==> src/rtl/tag_alloc_pkg.sv <==
// rtl/tag_alloc_pkg.sv - shared types for the tag allocator
package tag_alloc_pkg;

    typedef enum logic [1:0] {
        INIT  = 2'd0,
        RUN   = 2'd1,
        FLUSH = 2'd2
    } state_t;

endpackage

==> src/rtl/tag_alloc_rr_ffz.sv <==
// rtl/tag_alloc_rr_ffz.sv - circular first-zero search starting at a given index
module rr_ffz #(
    parameter int W = 16,
    localparam int ENC_W = $clog2(W)
) (
    input  logic [W-1:0]     vec,
    input  logic [ENC_W-1:0] start,
    output logic [W-1:0]     onehot,
    output logic [ENC_W-1:0] enc,
    output logic             any
);

    // Walk W positions from start; W is a power of two so the index wraps for free.
    always_comb begin
        logic [ENC_W-1:0] idx;
        onehot = '0;
        enc    = '0;
        any    = 1'b0;
        idx    = '0;
        for (int i = 0; i < W; i++) begin
            idx = start + ENC_W'(i);
            if (!any && !vec[idx]) begin
                any         = 1'b1;
                enc         = idx;
                onehot[idx] = 1'b1;
            end
        end
    end

endmodule

==> src/rtl/tag_alloc.sv <==
// rtl/tag_alloc.sv - round-robin tag allocator with release, flush and busy tracking
module tag_alloc
    import tag_alloc_pkg::*;
#(
    parameter int W = 16,
    localparam int ENC_W = $clog2(W)
) (
    input  logic             i_clk,
    input  logic             i_arst_n,
    input  logic             i_flush,
    output logic             o_alloc_vld,
    input  logic             i_alloc_rdy,
    output logic [ENC_W-1:0] o_alloc_tag,
    input  logic             i_free_vld,
    input  logic [ENC_W-1:0] i_free_tag,
    output logic [W-1:0]     o_busy,
    output logic [ENC_W:0]   o_cnt,
    output logic             o_full,
    output logic             o_err
);

    localparam logic [ENC_W-1:0] ENC_ONE  = ENC_W'(1);
    localparam logic [ENC_W:0]   CNT_FULL = (ENC_W+1)'(W);
    localparam logic [W-1:0]     OH_ZERO  = W'(1);

    state_t           state, state_nxt;
    logic [W-1:0]     busy, busy_nxt;
    logic [ENC_W-1:0] ptr, ptr_nxt;
    logic [W-1:0]     offer_oh, cand_oh_nxt;
    logic [ENC_W-1:0] cand_tag_nxt;
    logic             cand_vld, cand_vld_nxt;
    logic [ENC_W:0]   cnt, cnt_nxt;
    logic             full, full_nxt;
    logic             err, err_nxt;
    logic             flush_go, clear_all, hs, rel_req, rel_hit;
    logic [W-1:0]     hs_oh, rel_oh;

    assign o_alloc_vld = (state == RUN) && cand_vld && !full;
    assign o_busy      = busy;
    assign o_cnt       = cnt;
    assign o_full      = full;
    assign o_err       = err;

    // Flush in RUN wins over any same-cycle handshake or release.
    assign flush_go  = (state == RUN) && i_flush;
    assign clear_all = flush_go || (state == FLUSH);
    assign hs        = o_alloc_vld && i_alloc_rdy && !flush_go;
    assign rel_req   = i_free_vld && (state != FLUSH) && !flush_go;
    assign rel_hit   = rel_req && busy[i_free_tag];
    assign hs_oh     = hs ? offer_oh : '0;
    assign rel_oh    = rel_hit ? (OH_ZERO << i_free_tag) : '0;

    // Next-state logic of the INIT/RUN/FLUSH sequencer.
    always_comb begin
        state_nxt = state;
        case (state)
            INIT:    state_nxt = RUN;
            RUN:     if (i_flush) state_nxt = FLUSH;
            FLUSH:   state_nxt = RUN;
            default: state_nxt = INIT;
        endcase
    end

    // Next busy vector, pointer, count and sticky error.
    always_comb begin
        busy_nxt = (busy | hs_oh) & ~rel_oh;
        ptr_nxt  = hs ? (o_alloc_tag + ENC_ONE) : ptr;
        cnt_nxt  = cnt + {{ENC_W{1'b0}}, hs} - {{ENC_W{1'b0}}, rel_hit};
        err_nxt  = err | (rel_req && !busy[i_free_tag]);
        if (clear_all) begin
            busy_nxt = '0;
            ptr_nxt  = '0;
            cnt_nxt  = '0;
        end
        full_nxt = (cnt_nxt == CNT_FULL);
    end

    rr_ffz #(.W(W)) u_ffz (
        .vec    (busy_nxt),
        .start  (ptr_nxt),
        .onehot (cand_oh_nxt),
        .enc    (cand_tag_nxt),
        .any    (cand_vld_nxt)
    );

    // State and registered outputs; reset drops every allocation at once.
    always_ff @(posedge i_clk or negedge i_arst_n) begin
        if (!i_arst_n) begin
            state       <= INIT;
            busy        <= '0;
            ptr         <= '0;
            o_alloc_tag <= '0;
            offer_oh    <= OH_ZERO;
            cand_vld    <= 1'b1;
            cnt         <= '0;
            full        <= 1'b0;
            err         <= 1'b0;
        end else begin
            state       <= state_nxt;
            busy        <= busy_nxt;
            ptr         <= ptr_nxt;
            o_alloc_tag <= cand_tag_nxt;
            offer_oh    <= cand_oh_nxt;
            cand_vld    <= cand_vld_nxt;
            cnt         <= cnt_nxt;
            full        <= full_nxt;
            err         <= err_nxt;
        end
    end

endmodule

==> config.mk <==
export PLATFORM = sky130hd
export DESIGN_NAME = tag_alloc
export DESIGN_NICKNAME = d
export VERILOG_FILES = /design/src/rtl/tag_alloc_pkg.sv /design/src/rtl/tag_alloc_rr_ffz.sv /design/src/rtl/tag_alloc.sv
export SDC_FILE = /design/constraint.sdc
export NUM_CORES = 1
export LEC_CHECK = 0
export CORE_ASPECT_RATIO = 1.4
export CORE_UTILIZATION = 35
export CTS_CLUSTER_SIZE = 30
export DETAILED_ROUTE_END_ITERATION = 7
export PLACE_DENSITY = 0.5
export SYNTH_ARGS = -nofsm -noshare
export SYNTH_HDL_FRONTEND = slang
export SYNTH_HIERARCHICAL = 1
export SYNTH_SLANG_ARGS = --single-unit
==> constraint.sdc <==
create_clock -name i_clk -period 6.7 [get_ports i_clk]
set_clock_uncertainty 0.05 [all_clocks]
set_input_delay 0.67 -clock i_clk [delete_from_list [all_inputs] [get_ports i_clk]]
set_output_delay 0.67 -clock i_clk [all_outputs]
set_load 0.01 [all_outputs]
# --- Word level (Yosys, flattened, before mapping) ---
# Cells that the tools add are included.
op_classes:
  reduce_logical: 75
  addsub: 18
  order_cmp: 33
  n_bitwise: 19
  n_mux: 122
  n_shift: 1
  n_eq_ne: 5
op_table:
  columns: ["cell", "count"]
  rows:
  - ["$mux 16", 19]
  - ["$or 16x16->16", 16]
  - ["$lt 4x5->1 const B", 17]
  - ["$mux 4", 18]
  - ["$bmux 1 s4", 17]
  - ["$demux 1 s4", 16]
  - ["$ge 4x1->1 const B", 16]
  - ["$mux 1", 49]
  - ["$logic_and 1x1->1", 40]
  - ["$add 4x4->4 const B", 8]
  - ["$logic_not 1->1", 32]
  - ["$add 4x3->4 const B", 4]
  - ["$and 16x16->16", 1]
  - ["$not 16->16", 1]
  - ["$shl 1x4->16 const A", 1]
  - ["$add 4x1->4 const B", 2]
  - ["$add 4x2->4 const B", 2]
  - ["$add 5x1->5", 1]
  - ["$eq 5x5->1 const B", 1]
  - ["$mux 5", 1]
  - ["$sub 5x1->5", 1]
  - ["$ne 2x2->1 const B", 2]
  - ["$pmux 2 s2", 1]
  - ["$eq 2x1->1 const B", 1]
  - ["6 further kinds", 6]
totals:
  ff_bits: 50
  output_inout_bits: 28

# --- Longest topological paths before layout ---
# Gate-level depths: netlist of the first run.
logic_depth:
  ltp_word: 56
  mapped_depth: 24
  depth_no_buf: 16

# --- Cells and area by module ---
# Netlist of the first run, hierarchy kept.
by_module_without_submodules:
  columns: ["module", "area_per_inst_um2", "instances", "cells_each"]
  rows:
  - ["rr_ffz", 4360.4, 1, 596]
  - ["tag_alloc", 2154.6, 1, 175]

# --- Worst setup path after synthesis of the first run ---
# OpenSTA, ideal clock, no wires.
synth_path:
  path_type: "input port to flip-flop"
  from: "input i_flush"
  to: "register o_alloc_tag[1]"
  path_stages: 19
  path_slack_ps: 1312
  setup_time_ps: 140
  arrival_time_ps: 5198
  path_buffers: 5
  cell_sequence: "and3b_1 > a21o_1 > buf_4 > a211oi_1 > buf_6 > buf_8 > buf_6 > inv_1 > ha_1 > buf_2 > inv_1 > mux4_2 > mux2_2 > nor4_2 > and3_1 > a221o_1 > a21oi_1 > a211oi_1 > a221oi_1"
synth_between:
  word_cells_on_any_way: 136
  cone_classes: "15 x add/sub; 68 x mux; 3 x bitwise; 50 x reduce/logical"
synth_rtl:
  columns: ["element", "line_no", "source"]
  rows:
  - ["from (decl)", "tag_alloc.sv:10", "input logic i_flush,"]
  - ["$logic_and 1x1->1 *", "tag_alloc.sv:45", "assign flush_go = (state == RUN) && i_flush;"]
  - ["$logic_not 1->1", "tag_alloc.sv:47", "assign hs = o_alloc_vld && i_alloc_rdy && !flush_go;"]
  - ["$logic_and 1x1->1", "tag_alloc.sv:47", null]
  - ["$mux 4", "tag_alloc.sv:67", "ptr_nxt = hs ? (o_alloc_tag + ENC_ONE) : ptr;"]
  - ["$mux 4 *", "tag_alloc.sv:70", "if (clear_all) begin"]
  - ["via ptr_nxt[0]", "tag_alloc.sv:28", "logic [ENC_W-1:0] ptr, ptr_nxt;"]
  - ["$add 4x1->4", "tag_alloc_rr_ffz.sv:21", "idx = start + ENC_W'(i);"]
  - ["$bmux 1 s4", "tag_alloc_rr_ffz.sv:22", "if (!any && !vec[idx]) begin"]
  - ["[... 39 more ...]", null, null]
  - ["$mux 1", "tag_alloc_rr_ffz.sv:22", null]
  - ["$logic_not 1->1", "tag_alloc_rr_ffz.sv:22", null]
  - ["$logic_and 1x1->1", "tag_alloc_rr_ffz.sv:22", null]
  - ["$mux 1", "tag_alloc_rr_ffz.sv:22", null]
  - ["$logic_not 1->1", "tag_alloc_rr_ffz.sv:22", null]
  - ["$logic_and 1x1->1", "tag_alloc_rr_ffz.sv:22", null]
  - ["$mux 4 *", "tag_alloc_rr_ffz.sv:22", null]
  - ["via cand_tag_nxt[1]", "tag_alloc.sv:30", "logic [ENC_W-1:0] cand_tag_nxt;"]
  - ["to (signal assigned)", "tag_alloc.sv:102", "o_alloc_tag <= cand_tag_nxt;"]
  - ["to (decl)", "tag_alloc.sv:13", "output logic [ENC_W-1:0] o_alloc_tag,"]
# Mark *: on every way through the listed nets, which the timed path passes. The rest lies on a longest branch. The select of a mux whose other input is x is not followed.
# A chain may end at the register's enable or synchronous reset.

# --- Worst setup path in the final report of the first run ---
layout_path:
  from: "input i_free_tag[1]"
  to: "register offer_oh[13]"
layout_between:
  elab_chain_len: 54
  word_cells_on_any_way: 130
  cone_classes: "1 x shift; 67 x mux; 17 x bitwise; 45 x reduce/logical"
layout_rtl:
  columns: ["element", "line_no", "source"]
  rows:
  - ["from (decl)", "tag_alloc.sv:15", "input logic [ENC_W-1:0] i_free_tag,"]
  - ["$bmux 1 s4", "tag_alloc.sv:49", "assign rel_hit = rel_req && busy[i_free_tag];"]
  - ["$mux 1 (not written as such)", "tag_alloc.sv:49", null]
  - ["$logic_and 1x1->1", "tag_alloc.sv:49", null]
  - ["$mux 16 *", "tag_alloc.sv:51", "assign rel_oh = rel_hit ? (OH_ZERO << i_free_tag) : '0;"]
  - ["$not 16->16 *", "tag_alloc.sv:66", "busy_nxt = (busy | hs_oh) & ~rel_oh;"]
  - ["$and 16x16->16 *", "tag_alloc.sv:66", null]
  - ["$mux 16 *", "tag_alloc.sv:70", null]
  - ["via busy_nxt[6]", "tag_alloc.sv:27", "logic [W-1:0] busy, busy_nxt;"]
  - ["parallel branches: the longest is 46 deep, another holds $mux 16", null, null]
  - ["$mux 16 *", "tag_alloc_rr_ffz.sv:22", null]
  - ["via cand_oh_nxt[13]", "tag_alloc.sv:29", "logic [W-1:0] offer_oh, cand_oh_nxt;"]
  - ["to (signal assigned)", "tag_alloc.sv:103", "offer_oh <= cand_oh_nxt;"]
  - ["to (decl)", "tag_alloc.sv:29", null]
# Mark *: on every way through the listed nets, which the timed path passes. The select of a mux whose other input is x is not followed.

==> results of run 1 <==
==> flip-flops by register name (all words and copies together), names as in the netlist <==
signal and count:
o_full 1, ptr 4, offer_oh 16, cand_vld 1, o_err 1, state 2
o_busy 16, o_alloc_tag 4, o_cnt 5
==> power groups by stage <==
stage / Clock (W) / Combinational, W / Sequential [W]
finish: 0.000323 / 0.00182 / 0.000420
detailed placement: 0 / 0.00177 / 0.000425
global route: 0.000339 / 0.00191 / 0.000427
CTS: 0.000329 / 0.00178 / 0.000419
floorplan: 0 / 0.00110 / 0.000419
global placement: 0 / 0.00179 / 0.000424
==> placed cells by master, fill, tap and decap left out, types with 6 or more instances in the layout <==
cell              n
mux4_2           29
a21oi_1          37
o211ai_1          9
nor2_1           57
nand2_1          90
clkdlybuf4s50_1  35
a32oi_1           7
inv_1            20
o2111ai_1         6
nand4_1          15
xnor2_1           7
o21ai_0          14
a31oi_1          12
a311oi_1         21
dfrtp_1          48
and2_1            8
nor4_1           11
o221ai_1         11
mux2_2           15
nor3_1           29
a211oi_1         13
a22oi_1           8
nand3_1          47
mux2i_1          34
and3_1           10
o22ai_1          15
buf_4            45
ha_1             19
xor2_1            6
==> cell usage after synthesis, drive strengths merged (17+ instances only) <==
master and count:
nand4 17, nor2 59, clkbuf 27, mux2i 36
a311oi 21, mux4 29, ha 19, nor3 32
buf 24, inv 21, nand3 48, nand2 90
dfrtp 48, a21oi 39, o21ai 19
==> path summary, 6_finish.rpt <==
kind	start	cells after the start	end
max	i_free_tag[1]	15	offer_oh[13]
min	i_arst_n	2	o_alloc_tag[2]
max reg2reg	cand_vld	15	offer_oh[13]
min reg2reg	o_err	1	o_err
max in group asynchronous	i_arst_n	2	o_busy[0]
min in group i_clk	o_err	1	o_err
==> logic make-up (layout without fill, tap and decap cells) <==
family	after synthesis	count (layout)	synth area share [%]
mux	80	80	18.5
flops	50	50	19.2
xor+xnor	18	18	3.00
compound gates	213	213	24.1
fa+ha+maj	20	20	3.96
buf+inv	75	113	5.74
simple gates	315	315	25.4
==> metrics by stage <==
step | power (W) | hold WS (ns) | instance area (um^2) | worst slack [ns]
after detailed placement | 0.00220 | 0.433 | 7270 | 0.448
after CTS | 0.00252 | 0.450 | 7440 | 0.742
final | 0.00257 | 0.431 | 7440 | 0.469
after global placement | 0.00221 | 0.438 | 7270 | 0.423
after floorplan | 0.00152 | 0.324 | 6520 | 1.31
after global routing | 0.00267 | 0.461 | 7440 | 0.273
==> metal layers <==
metal | up-vias | track usage (%) | part of all wire [%]
li1 | 3104 | - | -
met1 | 3605 | 37.7 | 35
met2 | 536 | 58.7 | 48
met3 | 170 | 5.13 | 7.7
met4 | 2 | 24.1 | 8.4
met5 | - | 0 | 0.14
==> layout make-up <==
| type | count | share of cell area, % |
|---|---|---|
| multi-input cells | 646 | 66.2 |
| flip-flops and latches | 50 | 16.8 |
| repair buffers | 81 | 9.31 |
| well taps | 240 | 4.03 |
| clock buffers | 6 | 1.87 |
| inverters | 24 | 1.21 |
| clock inverters | 2 | 0.521 |
==> worst max-delay path: cells and delay by family <==
family | cells | cell delay, ns
buffers and inverters | 2 | 1.08
multiplexers | 3 | 0.94
AO/OA/AOI/OAI | 6 | 1.70
AND/OR/NAND/NOR | 4 | 2.00
==> metrics.md, run 1 <==
| Metric | Value |
|---|---|
| Die area | `0.0192 mm^2` |
| CORE AREA | `0.0181 mm^2` |
| Final max-slew violation count | `0` |
| DR vias | `7417` |
| CP required | `6.87 ns` |
| DRC | `0` |
| Final net count | `837` |
| Pint | `0.00118 W` |
| Root buffer cell | `clkbuf_16` |
| Chip width | `117 um` |
| Post-synthesis sequential area ratio | `19.2%` |
| H-tree Lvls | `2` |
| CP max FO | `17` |
| Antenna violations before repair | `1` |
| # IOs | `37` |
| Initial Utilization | `36.1%` |
| Pin count of the biggest net entering global routing | `51` |
| Layout cells sized above 1 | `17.3%` |
| Vias in the first global route | `7102` |
| Yosys cell types | `95` |
| DP Wirelength | `24900 um` |
| Setup TNS Final | `0 ns` |
| Tmin final | `6.23 ns` |
| Share of the core filled with cells in the final layout | `41.2%` |
| Post-synth ARST share | `100%` |
| Routed WL | `32300 um` |
| Slowest-stage cell, CP | `clkdlybuf4s50_1` |
| Startpoint types | `input pin` |
| First-pass GRT wire length | `47700 um` |
| Via density | `7.07` |
| Most used DFF post-synth | `dfrtp_1` |
| Drt wl/cell | `30.7 um` |
| Status | `finished, final reports clean` |
| Final cycle utilization of the critical path | `93.0%` |
| CTS tree | `done` |
| Worst IR Drop VDD | `0.195 mV` |
| Flop and latch count out of synthesis | `50` |
| FP Rows | `58` |
| First-pass DRT Iterations | `6` |
| Flop2flop setup slack | `0.98 ns` |
| Number of diodes | `0` |
| Pleak | `2.77 nW` |
| Max incr delay on CP | `0.81 ns` |
| Worst EP arrival | `6.40 ns` |
| PortBufs | `36` |
| Postcts setup bufs | `0` |
| Critical path cell sequence | `clkdlybuf4s50_1 -> nor2b_1 -> a31oi_1 -> o211ai_2 -> a21oi_4 -> a211oi_1 -> mux4_2 -> mux2i_1 -> mux2i_1 -> nand3_1 -> nor3_1 -> nand2_1 -> buf_4 -> o221ai_1 -> a211o_1` |
| Layout Area Growth over Synthesis | `14.3%` |
| Worst setup EP type | `flop` |
| Clock sinks | `50` |
| Clk pwr share | `12.6%` |
| Filler cell count | `1802` |
| Slew headroom | `9.99%` |
| Sequential Power Share | `16.4%` |
| WS Path Type | `input pin to flop` |
| Switching Fraction | `53.9%` |
| GR Util All Layers | `33.7%` |
| Share of the synthesized area in the top cell type | `18.4%` |
| Gr ovfl total | `0` |
| Post-Syn Area per Cell | `8.45 um^2` |
| Register area | `0.00125 mm^2` |
| Num CTS Buffers | `5` |
| Fin. Hold Viols | `0` |
| Yosys warns | `6` |
| Syn Inst Count | `771` |
| EDFF count, synth | `0` |
| Dpl cells | `1041` |
| Hold Path Class | `input pin to async pin` |
| Clk pin slew, worst setup/hold paths | `0.08 ns` |
| Clk buf depth | `2` |
| Multi-input gate area | `0.00493 mm^2` |
| Non-Filler Instances | `1049` |
| Worst-skew pair later-pin latency | `0.30 ns` |
| Number of max-cap violations | `0` |
| Leading area contributor after synthesis | `dfrtp_1` |
| Power share of the combinational group | `71.1%` |
| CP dominant cell by count | `mux2i_1` |
| RePlAce Congestion | `1.09` |
| Drt first-iter violations | `1104` |
| Actual slew at the worst max-slew pin | `1.34 ns` |
| Power density cells | `345 mW/mm^2` |
| Final ANT Viol Nets | `0` |
| Final setup fails | `0` |
| DIE HEIGHT | `163 um` |
| Post-Syn Area | `0.00651 mm^2` |
| Syn_nets | `800` |
| RSZ-0062 raised after global routing | `no` |
| Dominant cells by area after synthesis | `dfrtp_1, mux4_2, mux2i_1` |
| Fmax achieved | `160 MHz` |
| CTS Hold Bufs | `0` |
| Resized Gates After CTS | `0` |
| NetSw | `0.00138 W` |
No activity file was read; power rests on OpenSTA's default activity.
==> run 2: changes to the inputs <==
--- a/config.mk
+++ b/config.mk
@@ -6,9 +6,11 @@
 export NUM_CORES = 1
 export LEC_CHECK = 0
 export CORE_ASPECT_RATIO = 1.4
+export CORE_MARGIN = 2
 export CORE_UTILIZATION = 35
 export CTS_CLUSTER_SIZE = 30
 export DETAILED_ROUTE_END_ITERATION = 7
+export GPL_TIMING_DRIVEN = 0
 export PLACE_DENSITY = 0.5
 export SYNTH_ARGS = -nofsm -noshare
 export SYNTH_HDL_FRONTEND = slang
==> metrics.md, run 2 (synthesis gave the netlist of run 1 again) <==
| Metric | Value |
|---|---|
| Status | `finished, final reports clean (unchanged)` |
| Slew headroom | `2.80% (was 9.99%)` |
| CP top delay family | `buffers and inverters (was simple AND/OR/NAND/NOR gates)` |
| Actual slew at the worst max-slew pin | `1.45 ns (was 1.34 ns)` |
| Pin count of the biggest net entering global routing | `41 (was 51)` |
| Via density | `7.06 (was 7.07)` |
| CP max FO | `10 (was 17)` |
| PortBufs | `36 (unchanged)` |
| DIE HEIGHT | `165 um (was 163 um)` |
| Initial Utilization | `35.3% (was 36.1%)` |
| DP Wirelength | `26200 um (was 24900 um)` |
| Switching Fraction | `56.1% (was 53.9%)` |
| Antenna violations before repair | `0 (was 1)` |
| Num CTS Buffers | `5 (unchanged)` |
| GR Util All Layers | `33.7% (about the same)` |
| Worst-skew pair later-pin latency | `0.30 ns (about the same)` |
| Final net count | `846 (was 837)` |
| Clock sinks | `50 (unchanged)` |
| Uppermost layer routed | `met4 (was met5)` |
| Pleak | `2.75 nW (was 2.77 nW)` |
| Layout Area Growth over Synthesis | `15.4% (was 14.3%)` |
| Final setup margin | `0.189 ns (was 0.469 ns)` |
| Fin. Hold Viols | `0 (unchanged)` |
| Slowest-stage cell, CP | `mux4_2 (was clkdlybuf4s50_1)` |
| WL met1 | `12200 um (was 11400 um)` |
| Number of diodes | `0 (unchanged)` |
| Final cycle utilization of the critical path | `97.2% (was 93.0%)` |
| Share of the core filled with cells in the final layout | `40.7% (was 41.2%)` |
| DRC | `0 (unchanged)` |
| Worst IR Drop VDD | `0.176 mV (was 0.195 mV)` |
| Met2 routed wirelength | `16500 um (was 15600 um)` |
| WS Path Type | `input pin to flop (unchanged)` |
| FP Rows | `59 (was 58)` |
| Critical path cell sequence | `clkdlybuf4s50_1 -> and3b_1 -> a21o_1 -> buf_6 -> nor3_4 -> buf_2 -> buf_2 -> inv_1 -> ha_1 -> buf_2 -> clkinvlp_4 -> mux4_2 -> mux2_2 -> nor4_4 -> nand4_1 -> or3_1 -> o211ai_1 -> a21oi_1 -> nand2_1 (was clkdlybuf4s50_1 -> nor2b_1 -> a31oi_1 -> o211ai_2 -> a21oi_4 -> a211oi_1 -> mux4_2 -> mux2i_1 -> mux2i_1 -> nand3_1 -> nor3_1 -> nand2_1 -> buf_4 -> o221ai_1 -> a211o_1)` |
| First-pass DRT Iterations | `6 (unchanged)` |
| Worst setup EP type | `flop (unchanged)` |
| CP required | `6.89 ns (was 6.87 ns)` |
| Hold WS | `0.184 ns (was 0.431 ns)` |
| DR vias | `7497 (was 7417)` |
| CORE AREA | `0.0185 mm^2 (was 0.0181 mm^2)` |
| Gr ovfl total | `0 (unchanged)` |
| RePlAce Congestion | `1.00 (was 1.09)` |
| CTS tree | `done (unchanged)` |
| Chip width | `119 um (was 117 um)` |
| Routed WL | `33400 um (was 32300 um)` |
| RSZ-0062 raised after global routing | `no (unchanged)` |
| Hold Path Class | `input pin to async pin (unchanged)` |
| Fmax achieved | `154 MHz (was 160 MHz)` |
| Layout cells sized above 1 | `16.6% (was 17.3%)` |
| Dpl cells | `1052 (was 1041)` |
| Drt wl/cell | `31.5 um (was 30.7 um)` |
| Crit path buf inv count | `7 (was 2)` |
| CP dominant cell by count | `buf_2 (was mux2i_1)` |
| # IOs | `37 (unchanged)` |
| Drt first-iter violations | `1073 (was 1104)` |
| Max incr delay on CP | `0.69 ns (was 0.81 ns)` |
| Worst EP arrival | `6.70 ns (was 6.40 ns)` |
| Tmin final | `6.51 ns (was 6.23 ns)` |
| Final ANT Viol Nets | `0 (unchanged)` |
| Clk pin slew, worst setup/hold paths | `0.07 ns (was 0.08 ns)` |
| Power density cells | `336 mW/mm^2 (was 345 mW/mm^2)` |
| Non-Filler Instances | `1062 (was 1049)` |
| Sequential Power Share | `16.1% (was 16.4%)` |
| Final max-slew violation count | `0 (unchanged)` |
| Setup TNS Final | `0 ns (unchanged)` |
| First-pass GRT wire length | `49200 um (was 47700 um)` |
| Vias in the first global route | `7445 (was 7102)` |
| Root buffer cell | `clkbuf_16 (unchanged)` |
| Most frequent cells in the layout | `nand2_1, nor2_1, dfrtp_1, nand3_1, a21oi_1 (was nand2_1, nor2_1, dfrtp_1, nand3_1, buf_4)` |
| Startpoint types | `input pin (unchanged)` |
| Most common cell after layout, fill and taps aside | `nand2_1 (unchanged)` |
| Power share of the combinational group | `73.4% (was 71.1%)` |
| Setup Slack @ Placement | `-1.38 ns (was 0.448 ns)` |
| Clk pwr share | `10.5% (was 12.6%)` |
| H-tree Lvls | `2 (unchanged)` |
| Number of max-cap violations | `0 (unchanged)` |
| Routed length on met3 | `2190 um (was 2490 um)` |
| Clk buf depth | `2 (unchanged)` |
| Die area | `0.0197 mm^2 (was 0.0192 mm^2)` |
| Pint | `0.00111 W (was 0.00118 W)` |
| NetSw | `0.00142 W (was 0.00138 W)` |
| Final setup fails | `0 (unchanged)` |
==> run 2: cell types whose count changed in the layout (fill, tap and decap cells not counted), moves of 2 or more <==
cell	before	now
buf_6	0	7
nor3_1	29	27
clkbuf_4	0	2
buf_4	45	6
clkbuf_2	0	2
nor4_4	3	5
xnor2_1	7	5
clkinvlp_4	0	2
nor4_1	11	8
clkbuf_1	0	25
buf_2	1	10
clkinv_4	0	2
==> run 2: timing repair <==
item | in CTS | in global routing
endpoints found under the setup margin | 21 | 21
pin swaps | 1 | 1
buffers inserted | 1 | 1
hold buffers | 0 | 0
gates resized for setup | 15 | 13
==> run 2: final cells by class <==
class                           instances  area [um^2]
Fill cell                            1931        10900
Multi-Input combinational cell        646         5020
Sequential cell                        50         1250
Timing Repair Buffer                   39          390
Tap cell                              244          305
Buffer                                 51          292
Clock buffer                            5          125
Inverter                               24         97.6
Clock inverter                          3         28.8
==> run 2: power groups by stage <==
stage	registers [W]	clock network [W]	logic [W]
finish	0.000408	0.000265	0.00185
global placement	0.000412	0	0.00173
global route	0.000415	0.000284	0.00193
CTS	0.000407	0.000271	0.00176
detailed placement	0.000412	0	0.00173
floorplan	0.000419	0	0.00110
==> run 2: path summary, 6_finish.rpt <==
kind	cells past startpoint	slack, ns	from	endpoint
worst min register to register	1	0.43	o_err	o_err
min in group i_clk	1	0.43	o_err	o_err
worst min-delay path	1	0.18	i_arst_n	ptr[1]
worst max register to register	21	0.32	cand_vld	offer_oh[5]
worst max-delay path	19	0.19	i_flush	offer_oh[5]
max in group asynchronous	2	5.86	i_arst_n	offer_oh[0]
==> run 2: stage by stage <==
step	area, um^2	power, W
3_3_place_gp	7180	0.00214
2_1_floorplan	6520	0.00152
6_report	7520	0.00253
3_5_place_dp	7200	0.00214
5_1_grt	7520	0.00263
4_1_cts	7440	0.00244
==> run 2: per-layer routing <==
metal	vias to the layer above	GRT usage, %
met5	-	0
met4	0	21.0
met3	156	3.61
met2	521	60.6
met1	3684	38.2
li1	3136	-
